$ cat config.mk
export PLATFORM = sky130hd
export DESIGN_NAME = rs_cdb_station
export DESIGN_NICKNAME = d
export VERILOG_FILES = /design/src/rtl/rs_cdb_station.sv
export SDC_FILE = /design/constraint.sdc
export NUM_CORES = 1
export LEC_CHECK = 0
export BUFFER_PORTS_ARGS = -buffer_cell sky130_fd_sc_hd__buf_2
export CORE_AREA = 2 2 150 152
export CTS_BUF_LIST = sky130_fd_sc_hd__clkbuf_4 sky130_fd_sc_hd__clkbuf_8
export DETAILED_ROUTE_END_ITERATION = 10
export DIE_AREA = 0 0 152 154
export GPL_TIMING_DRIVEN = 0
export PLACE_DENSITY_LB_ADDON = 0.08
export SLEW_MARGIN = 15
export SYNTH_ARGS = -nofsm -noshare
export SYNTH_HDL_FRONTEND = slang
export SYNTH_SLANG_ARGS = --single-unit
$ cat constraint.sdc
create_clock -name clk -period 20.5 [get_ports clk]
set_input_delay 4.1 -clock clk [delete_from_list [all_inputs] [get_ports clk]]
set_output_delay 4.1 -clock clk [all_outputs]
set_load 0.02 [all_outputs]
$ cat src/rtl/rs_cdb_station.sv
// Reservation station bank on the receiving end of the common data bus.
// Define RS_AGE_ORDER_EN to dispatch the oldest READY entry instead of the lowest-index one.
module rs_cdb_station #(
  parameter int NUM_ENTRIES = 3,
  parameter int TAG_BASE    = 1,
  parameter int DATA_W      = 32,
  parameter int OP_W        = 4
) (
  input  logic              clk,
  input  logic              reset,
  input  logic              issue_valid,
  output logic              issue_ready,
  input  logic [OP_W-1:0]   issue_op,
  input  logic [DATA_W-1:0] issue_vj,
  input  logic [DATA_W-1:0] issue_vk,
  input  logic [3:0]        issue_qj,
  input  logic [3:0]        issue_qk,
  output logic [3:0]        issue_tag,
  input  logic              cdb_valid,
  input  logic [3:0]        cdb_tag,
  input  logic [DATA_W-1:0] cdb_data,
  output logic              exec_valid,
  input  logic              exec_ready,
  output logic [OP_W-1:0]   exec_op,
  output logic [DATA_W-1:0] exec_a,
  output logic [DATA_W-1:0] exec_b,
  output logic [3:0]        exec_tag
);

  localparam int IDX_W = (NUM_ENTRIES > 1) ? $clog2(NUM_ENTRIES) : 1;

  logic [NUM_ENTRIES-1:0] r_busy;
  logic [OP_W-1:0]        r_op [NUM_ENTRIES];
  logic [DATA_W-1:0]      r_vj [NUM_ENTRIES];
  logic [DATA_W-1:0]      r_vk [NUM_ENTRIES];
  logic [3:0]             r_qj [NUM_ENTRIES];
  logic [3:0]             r_qk [NUM_ENTRIES];

  logic [NUM_ENTRIES-1:0] w_ready;
  logic                   w_any_free;
  logic [IDX_W-1:0]       w_free_idx;
  logic                   w_any_ready;
  logic [IDX_W-1:0]       w_sel_idx;
  logic                   w_issue_fire;
  logic                   w_disp_fire;
  logic                   w_cdb_hit;
  logic                   w_fwd_j;
  logic                   w_fwd_k;
  logic [DATA_W-1:0]      w_new_vj;
  logic [DATA_W-1:0]      w_new_vk;
  logic [3:0]             w_new_qj;
  logic [3:0]             w_new_qk;

  // Per-entry readiness from registered state only.
  always_comb begin
    w_ready = '0;
    for (int i = 0; i < NUM_ENTRIES; i++) begin
      w_ready[i] = r_busy[i] && (r_qj[i] == 4'd0) && (r_qk[i] == 4'd0);
    end
  end

  // Lowest-index free entry (descending scan so the lowest index wins last).
  always_comb begin
    w_any_free = 1'b0;
    w_free_idx = '0;
    for (int i = NUM_ENTRIES - 1; i >= 0; i--) begin
      w_free_idx = !r_busy[i] ? IDX_W'(i) : w_free_idx;
      w_any_free = w_any_free | !r_busy[i];
    end
  end

`ifdef RS_AGE_ORDER_EN
  localparam int AGE_W = $clog2(NUM_ENTRIES) + 1;
  localparam logic [AGE_W-1:0] AGE_ONE = AGE_W'(1);
  localparam logic [AGE_W-1:0] AGE_MAX = {AGE_W{1'b1}};

  logic [AGE_W-1:0] r_age [NUM_ENTRIES];
  logic [AGE_W-1:0] w_best_age;
  logic             w_take;

  // Oldest READY entry; strict compare keeps ties on the lowest index.
  always_comb begin
    w_any_ready = 1'b0;
    w_sel_idx   = '0;
    w_best_age  = '0;
    w_take      = 1'b0;
    for (int i = 0; i < NUM_ENTRIES; i++) begin
      w_take      = w_ready[i] && (!w_any_ready || (r_age[i] > w_best_age));
      w_sel_idx   = w_take ? IDX_W'(i) : w_sel_idx;
      w_best_age  = w_take ? r_age[i] : w_best_age;
      w_any_ready = w_any_ready | w_ready[i];
    end
  end

  // Age bookkeeping: the new entry starts at 0, older busy entries saturate upward.
  always_ff @(posedge clk or posedge reset) begin
    if (reset) begin
      for (int i = 0; i < NUM_ENTRIES; i++) begin
        r_age[i] <= '0;
      end
    end else if (w_issue_fire) begin
      for (int i = 0; i < NUM_ENTRIES; i++) begin
        if (w_free_idx == IDX_W'(i)) begin
          r_age[i] <= '0;
        end else if (r_busy[i] && (r_age[i] != AGE_MAX)) begin
          r_age[i] <= r_age[i] + AGE_ONE;
        end else begin
          r_age[i] <= r_age[i];
        end
      end
    end else begin
      for (int i = 0; i < NUM_ENTRIES; i++) begin
        r_age[i] <= r_age[i];
      end
    end
  end
`else
  // Lowest-index READY entry.
  always_comb begin
    w_any_ready = |w_ready;
    w_sel_idx   = '0;
    for (int i = NUM_ENTRIES - 1; i >= 0; i--) begin
      w_sel_idx = w_ready[i] ? IDX_W'(i) : w_sel_idx;
    end
  end
`endif

  assign w_issue_fire = issue_valid && w_any_free;
  assign w_disp_fire  = w_any_ready && exec_ready;
  assign w_cdb_hit    = cdb_valid && (cdb_tag != 4'd0);

  // A broadcast coinciding with issue is captured here, since the entry is not busy yet to snoop it.
  assign w_fwd_j  = w_cdb_hit && (issue_qj == cdb_tag);
  assign w_fwd_k  = w_cdb_hit && (issue_qk == cdb_tag);
  assign w_new_vj = w_fwd_j ? cdb_data : issue_vj;
  assign w_new_vk = w_fwd_k ? cdb_data : issue_vk;
  assign w_new_qj = w_fwd_j ? 4'd0 : issue_qj;
  assign w_new_qk = w_fwd_k ? 4'd0 : issue_qk;

  // Entry state: issue writes a free entry; snoop and dispatch act on busy entries.
  always_ff @(posedge clk or posedge reset) begin
    if (reset) begin
      r_busy <= '0;
      for (int i = 0; i < NUM_ENTRIES; i++) begin
        r_op[i] <= '0;
        r_vj[i] <= '0;
        r_vk[i] <= '0;
        r_qj[i] <= 4'd0;
        r_qk[i] <= 4'd0;
      end
    end else begin
      for (int i = 0; i < NUM_ENTRIES; i++) begin
        if (w_issue_fire && (w_free_idx == IDX_W'(i))) begin
          r_busy[i] <= 1'b1;
          r_op[i]   <= issue_op;
          r_vj[i]   <= w_new_vj;
          r_vk[i]   <= w_new_vk;
          r_qj[i]   <= w_new_qj;
          r_qk[i]   <= w_new_qk;
        end else begin
          if (w_disp_fire && (w_sel_idx == IDX_W'(i))) begin
            r_busy[i] <= 1'b0;
          end else begin
            r_busy[i] <= r_busy[i];
          end
          if (r_busy[i] && w_cdb_hit && (r_qj[i] == cdb_tag)) begin
            r_vj[i] <= cdb_data;
            r_qj[i] <= 4'd0;
          end else begin
            r_vj[i] <= r_vj[i];
            r_qj[i] <= r_qj[i];
          end
          if (r_busy[i] && w_cdb_hit && (r_qk[i] == cdb_tag)) begin
            r_vk[i] <= cdb_data;
            r_qk[i] <= 4'd0;
          end else begin
            r_vk[i] <= r_vk[i];
            r_qk[i] <= r_qk[i];
          end
        end
      end
    end
  end

  assign issue_ready = w_any_free;
  assign issue_tag   = w_any_free ? 4'(TAG_BASE + int'(w_free_idx)) : 4'd0;
  assign exec_valid  = w_any_ready;
  assign exec_op     = w_any_ready ? r_op[w_sel_idx] : '0;
  assign exec_a      = w_any_ready ? r_vj[w_sel_idx] : '0;
  assign exec_b      = w_any_ready ? r_vk[w_sel_idx] : '0;
  assign exec_tag    = w_any_ready ? 4'(TAG_BASE + int'(w_sel_idx)) : 4'd0;

endmodule
==> results of run 1 <==
## synthesized netlist by cell type (3+ instances only)
cell type	n	share of area (%)
xnor2_1	24	1.8
and3_1	128	6.8
buf_2	21	0.89
xor2_1	8	0.60
nor2b_1	3	0.16
a222oi_1	64	5.4
a22o_1	16	1.2
a221oi_1	68	5.1
buf_4	5	0.32
o22ai_1	14	0.74
nand2_1	65	2.1
nor2_1	154	4.9
nor4_1	3	0.16
a21oi_1	4	0.17
clkbuf_1	86	2.7
dfrtp_1	231	49
inv_1	163	5.2
nand4_1	8	0.43
a221o_1	128	11
## worst max-delay path, stage by stage (launching register included)
cell and delay, ns:
dfrtp_1 0.46, or4b_2 0.60, nor4_1 0.87, nor2b_1 0.22, buf_2 0.14, buf_4 0.23, buf_6 0.19, a221oi_1 0.09
nor2_1 0.28, buf_2 0.22
## per-stage QoR
stage,area (µm²),total power [mW]
2_1_floorplan,11780,1.416
3_3_place_gp,13060,1.698
3_5_place_dp,13130,1.725
4_1_cts,13960,2.178
5_1_grt,13970,2.308
6_report,13970,2.192
## where the power goes
group	internal, mW	switching [mW]	leakage [nW]
clock network	0.256	0.194	0.444
logic	0.391	0.548	4.28
registers	0.671	0.132	2.77
## registers in the layout, summed over array words and instances, names as in the netlist
signal  count
r_op       12
r_vj       96
r_busy      3
r_qj       12
r_vk       96
r_qk       12
## cell families after synthesis
logic type | share of synthesized area (%)
buffers and inverters | 9.344
AOI/OAI and AO/OA | 23.74
DFF | 49.11
and+or+nand+nor | 15.39
other | 0.03186
xor gates and xnor gates | 2.381
## worst min path at each step
stage | to | slack, ns | depth (start not counted) | startpoint
4_1_cts | r_op[10] | 0.48 | 2 | r_op[10]
3_5_place_dp | r_op[8] | 0.46 | 2 | r_op[8]
2_1_floorplan | r_op[4] | 0.45 | 2 | r_op[4]
6_report | r_op[9] | 0.48 | 2 | r_op[9]
5_1_grt | r_op[5] | 0.51 | 2 | r_op[5]
3_3_place_gp | r_op[9] | 0.46 | 2 | r_op[9]
## layer usage
metal | vias to the layer above | global-route usage [%]
met3 | 154 | 7.976
li1 | 4968 | -
met1 | 5602 | 49.13
met2 | 800 | 54.25
met4 | 0 | 16.02
met5 | - | 0
## cells in the final DEF (no fill, tap or decap), types with 2 or more instances in the layout
cell / n
a21oi_1: 3
a221o_1: 128
a221oi_1: 68
a222oi_1: 64
a22o_1: 16
and3_1: 128
buf_16: 2
buf_2: 207
buf_4: 5
buf_6: 2
clkbuf_1: 86
clkbuf_4: 12
clkbuf_8: 51
clkinv_2: 2
conb_1: 4
dfrtp_1: 231
diode_2: 2
inv_1: 162
nand2_1: 65
nand2b_1: 2
nand3_1: 2
nand4_1: 8
nor2_1: 154
nor2b_1: 3
nor3_1: 2
nor4_1: 3
o21ai_0: 2
o22ai_1: 14
or3_1: 2
xnor2_1: 24
xor2_1: 8
## layout make-up
| cell class | instances | area (µm²) | share of cell area [%] |
|---|---|---|---|
| clock buffers | 63 | 792.0 | 5.668 |
| flip-flops and latches | 231 | 5781 | 41.37 |
| inverters | 163 | 619.3 | 4.432 |
| well taps | 280 | 350.3 | 2.507 |
| diodes | 2 | 5.005 | 0.03582 |
| multi-input cells | 708 | 4905 | 35.10 |
| clock inverters | 4 | 47.55 | 0.3403 |
| repair buffers | 188 | 985.9 | 7.056 |
| plain buffers | 114 | 488.0 | 3.492 |
==> impl_results.md, run 1 <==
* Yosys cell types at 33
* Syn Std Cell Area at 11770 µm²
* Die ar. at 23410 µm²
* Syn Inst Count at 1213
* Area Growth Syn to Fin at 18.72%
* Die Y at 154 µm
* # Post-CTS Setup Buffers at 0
* Share of cells above drive strength 1 at 19.58%
* Site Rows at 54
* Pre-CTS WS at 13.08 ns
* Fin crit period at 7.953 ns
* Sequential area share after synthesis at 49.11%
* DP Cell Count at 1684
* Fillers at 1896
* Worst Hold Class: reg2reg
* Max-slew violations at 0
* Final nets at 1564
* DPL Wire Length at 28.82 mm
* CP Max Fanout at 10
* Max Root-Sink Buffers at 3
* PostCTS Resize Cnt at 0
* Total wire length at 42.26 mm
* Initial DRC count at 1644
* CTS tree: yes
* Fraction of registers with async set or reset after synthesis at 100.0%
* CP startpoint: r_busy[2]
* Initial DRT Pass Iterations at 9
* Setup tns final at 0 ns
* Number of global-route vias before repair at 11253
* Worst Tran Pin Value at 1.166 ns
* Max_cap viols at 0
* Num CTS Buffers at 41
* Root Driver: clkbuf_8
* GRT overflow at 0
* VDD IR max at 0.07617 mV
* Vias per inst at 6.574
* IO Count at 195
* PD cells at 156.9 nW/µm²
* First-pass GRT wire length at 65.06 mm
* Reg-to-reg endpoint: r_vj[49]
* Fin cells at 1753
* Starting Density at 54.27%
* Clk slew on worst S/H paths at 0.06 ns
* IO Port Bufs at 186
* Core area at 21690 µm²
* Worst reg-to-reg path cell count at 7
* Final period utilization at 38.80%
* Post-DR wirelength/cell at 24.11 µm
* Leak at 7.496 nW
* Total track usage at 35.63%
* Ys flop type: dfrtp_1
* Met3 Wirelength at 4.945 mm
* Reg2reg start: r_busy[0]
* Crit. End Element: primary output
* DR DRC count at 0
* Number of H-tree levels at 2
* Top Metal Used: met4
* RSZ-0062 raised after global routing: false
* Synth Register Bits at 231
* Outcome: complete, no violations
* Yosys warns at 0
* FMAX at 0.1257 GHz
* Routed via count at 11524
* Req. time, crit path at 16.40 ns
* EDFF count, synth at 0
* Final setup fails at 0
* DRT met1 WL at 16.36 mm
* Hold_buf cts at 0
* Worst hold margin at 0.4768 ns
* DRT antenna net count at 0
* WP data arrival at 3.85 ns
* CP endpoint: exec_b[14]
* Largest net degree at the start of global routing at 97
* GP Congestion at 0.9019
* Clk_skew at 0.02617 ns
* WS Path Type: reg2out
* Met2 WL at 19.07 mm
* Worst reg-to-reg setup slack at 17.28 ns
* Worst setup margin at 12.55 ns
* Worst skew pair latency at 0.55 ns
* Initial antenna violation count at 1
* Core Util, Final at 64.43%
* Die Width at 152 µm
* CTS Sinks at 231
* Endpoints failing hold at 0
* Worst setup SP type: register
* Max_slew headroom at 22.01%
* Syn avg cell area at 9.703 µm²
Note: power is estimated with default switching activity, not from simulation.
==> run 2: changes to the inputs <==
--- a/config.mk
+++ b/config.mk
@@ -5,11 +5,12 @@
 export SDC_FILE = /design/constraint.sdc
 export NUM_CORES = 1
 export LEC_CHECK = 0
+export ABC_AREA = 1
 export BUFFER_PORTS_ARGS = -buffer_cell sky130_fd_sc_hd__buf_2
-export CORE_AREA = 2 2 150 152
+export CORE_AREA = 2 2 173 175
 export CTS_BUF_LIST = sky130_fd_sc_hd__clkbuf_4 sky130_fd_sc_hd__clkbuf_8
 export DETAILED_ROUTE_END_ITERATION = 10
-export DIE_AREA = 0 0 152 154
+export DIE_AREA = 0 0 175 177
 export GPL_TIMING_DRIVEN = 0
 export PLACE_DENSITY_LB_ADDON = 0.08
 export SLEW_MARGIN = 15
==> constraint.sdc (replaced) <==
create_clock -name clk -period 6.8 [get_ports clk]
set_input_delay 1.36 -clock clk [delete_from_list [all_inputs] [get_ports clk]]
set_output_delay 1.36 -clock clk [all_outputs]
set_load 0.02 [all_outputs]
==> run 2 against run 1 <==
Against the previous run:
- die area grew 32%
- sequential share of layout area shrank 9.6 points
- sequential cell count is the same
- via count grew 65%
- highest routed layer unchanged
- global-route usage grew 10 points
- clock skew grew 0.0022 ns
==> impl_results.md, run 2 <==
* Slowest cell on crit path: clkbuf_1
* Syn avg cell area at 6.941 µm² (-28%)
* EDFF count, synth at 0 (unchanged)
* Endpoints failing hold at 0 (unchanged)
* Largest net degree at the start of global routing at 37 (-62%)
* Most common cell in the netlist: nand3_1
* GP Congestion at 1.005 (+11%)
* Number of H-tree levels at 2 (unchanged)
* M3 GR Usage at 16.11% (+8.1 points)
* Share of cells above drive strength 1 at 17.64% (-1.9 points)
* Final period utilization at 65.24%
* Initial DRT Pass Iterations at 7 (-2)
* Hold Path Origin: r_op[5]
* Gr busiest metal: met2
* CP Max Fanout at 10 (unchanged)
* Leak at 9.647 nW (+29%)
* CTS tree: yes
* PostCTS Resize Cnt at 0 (unchanged)
* Crit. End Element: primary output
* # Post-CTS Setup Buffers at 0 (unchanged)
* Max-slew violations at 0 (unchanged)
* Clk slew on worst S/H paths at 0.05 ns (about the same)
* Most frequent cells in the layout: nand3_1, buf_2, nand2_1
* Site Rows at 63 (+17%)
* Grt met1 use at 59.73% (+11 points)
* Fin crit period at 4.436 ns
* Setup tns final at 0 ns (unchanged)
* Post-DR wirelength/cell at 24.40 µm (+1.2%)
* Mux share of post-synthesis cell area at 0% (unchanged)
* DPL Wire Length at 50.24 mm (+74%)
* Routed via count at 18989 (+65%)
* Area Growth Syn to Fin at 15.71%
* IO Count at 195 (unchanged)
* Starting Density at 53.83% (-0.44 points)
* Synth Area in Adders at 0% (unchanged)
* Ys flop type: dfrtp_1
* Pre-CTS WS at 3.141 ns (-9.934 ns)
* Yosys warns at 0 (unchanged)
* RSZ-0062 raised after global routing: false
* Largest family of logic cells by synthesized area: simple AND/OR/NAND/NOR gates
* Core Util, Final at 62.29% (-2.1 points)
* DR DRC count at 0 (unchanged)
* Syn Std Cell Area at 15740 µm² (+34%)
* Worst path top cell family by delay: buffers and inverters
* CP Cell Sequence: inv_1 > nor2_1 > nand2_1 > buf_2 > clkbuf_1 > nand3_1 > nand3_1 > nand2_1 > inv_1 > buf_2
* Fillers at 2848 (+50%)
* Most common library cells after synthesis: nand3_1, nand2_1, inv_1, nand4_1, dfrtp_1
* Area contributors post-synth: dfrtp_1, nand3_1, nand4_1, nand2_1, inv_1
* VDD IR max at 0.2602 mV (+240%)
* Die ar. at 30980 µm² (+32%)
* Placed Instance Area at 17320 µm² (+32%)
* Initial antenna violation count at 0 (-1)
* Worst setup SP type: register
* CP startpoint: r_busy[0]
* Core area at 29240 µm² (+35%)
* WS Path Type: reg2out
* Die Y at 177 µm (+15%)
* Syn Inst Count at 2268 (+87%)
* Hold_buf cts at 0 (unchanged)
* Buffers and inverters on the worst path at 5 (+1)
* PD cells at 424.0 nW/µm² (+170%)
* First-pass GRT wire length at 107.2 mm (+65%)
* Largest stage delay, worst path at 0.70 ns (-0.17 ns)
* Post-Layout Inst Area at 18220 µm² (+30%)
* Number of global-route vias before repair at 18201 (+62%)
* Outcome: complete, no violations
* Num CTS Buffers at 43 (+4.9%)
* Worst Tran Pin Value at 1.040 ns (-0.1253 ns)
* Total wire length at 71.52 mm (+69%)
* Worst setup margin at 2.364 ns (-10.18 ns)
* Simple-gate share of the synthesized area at 45.57% (+30 points)
* Largest regs: r_vj x96, r_vk x96
* Sequential area share after synthesis at 36.72% (-12 points)
* Fraction of registers with async set or reset after synthesis at 100.0% (unchanged)
* Yosys cell types at 26 (-21%)
* Reg2reg start: r_busy[0]
* Initial DRC count at 3276 (+99%)
* Req. time, crit path at 5.44 ns (-10.96 ns)
* Most common cell after layout, fill and taps aside: nand3_1
* Compound-Gate Fraction of Synth Area at 3.315% (-20 points)
* Synth top area share at 36.72% (-12 points)
* Max Root-Sink Buffers at 3 (unchanged)
* IO Port Bufs at 186 (unchanged)
* GRT met2 Usage at 67.44% (+13 points)
* Synth Register Bits at 231 (unchanged)
* Cell taking the most area after synthesis: dfrtp_1
* Worst skew pair latency at 0.59 ns (+0.04 ns)
* Worst Hold Class: reg2reg
* GRT overflow at 0 (unchanged)
* FMAX at 0.2254 GHz
* Max_cap viols at 0 (unchanged)
* Clk_skew at 0.02837 ns (+0.002200 ns)
* Vias per inst at 6.479 (-1.4%)
* CTS Sinks at 231 (unchanged)
* Root Driver: clkbuf_8
* WP data arrival at 3.08 ns (-0.77 ns)
* Total track usage at 45.86% (+10 points)
* Final nets at 2626 (+68%)
* DRT antenna net count at 0 (unchanged)
* Post-Synth XOR/XNOR Area at 1.113% (-1.3 points)
* Final setup fails at 0 (unchanged)
* Die Width at 175 µm (+15%)
* Max_slew headroom at 30.65% (+8.6 points)
[run 2: tightest hold or removal path, delay by kind of cell (launching register included)]
family / cells / cell delay (ns)
DFF: 1 / 0.34
and+or+nand+nor: 1 / 0.06
AOI/OAI and AO/OA: 1 / 0.06
[run 2: layout make-up]
cell class                      count  area (µm²)  area share (%)
Multi-Input combinational cell   1556        7885           43.29
Sequential cell                   231        5781           31.74
Timing Repair Buffer              193        1071           5.880
Buffer                            210        1059           5.811
Inverter                          274        1032           5.667
Clock buffer                       71       864.6           4.747
Tap cell                          390       488.0           2.679
Clock inverter                      5       32.53          0.1786
Antenna cell                        1       2.502         0.01374
[run 2: report_power, final]
group,switching (mW),internal (mW),total [mW]
Sequential,0.372,2.02,2.39
Combinational,2.75,1.14,3.89
Clock,0.642,0.799,1.44
[run 2: stage by stage]
step | total power, mW | hold slack [ns] | instances
after floorplan | 4.804 | 0.4534 | 2271
after global placement | 6.022 | 0.4671 | 2847
after detailed placement | 6.104 | 0.4753 | 2854
after CTS | 7.518 | 0.4891 | 2930
after global routing | 8.117 | 0.5188 | 2930
final | 7.723 | 0.4875 | 2931
[run 2: kinds of logic after synthesis]
logic type      Yosys count
simple gates           1433
other cells               1
compound gates           99
buf+inv                 484
flops                   231
xor+xnor                 20
[run 2: path summary, 6_finish.rpt]
path | endpoint | slack, ns | cells after the start
max | exec_a[28] | 2.36 | 10
min | r_op[5] | 0.49 | 2
max reg2reg | r_vk[89] | 4.22 | 7
min reg2reg | r_op[5] | 0.49 | 2
max in group asynchronous | r_vk[54] | 4.89 | 5
min in group asynchronous | r_vj[8] | 0.84 | 2
[run 2: metal layers]
| layer | vias to the layer above | part of all wire, % |
|---|---|---|
| met3 | 370 | 15 |
| li1 | 8285 | - |
| met5 | - | 0 |
| met1 | 8702 | 37 |
| met2 | 1632 | 42 |
| met4 | 0 | 5.5 |
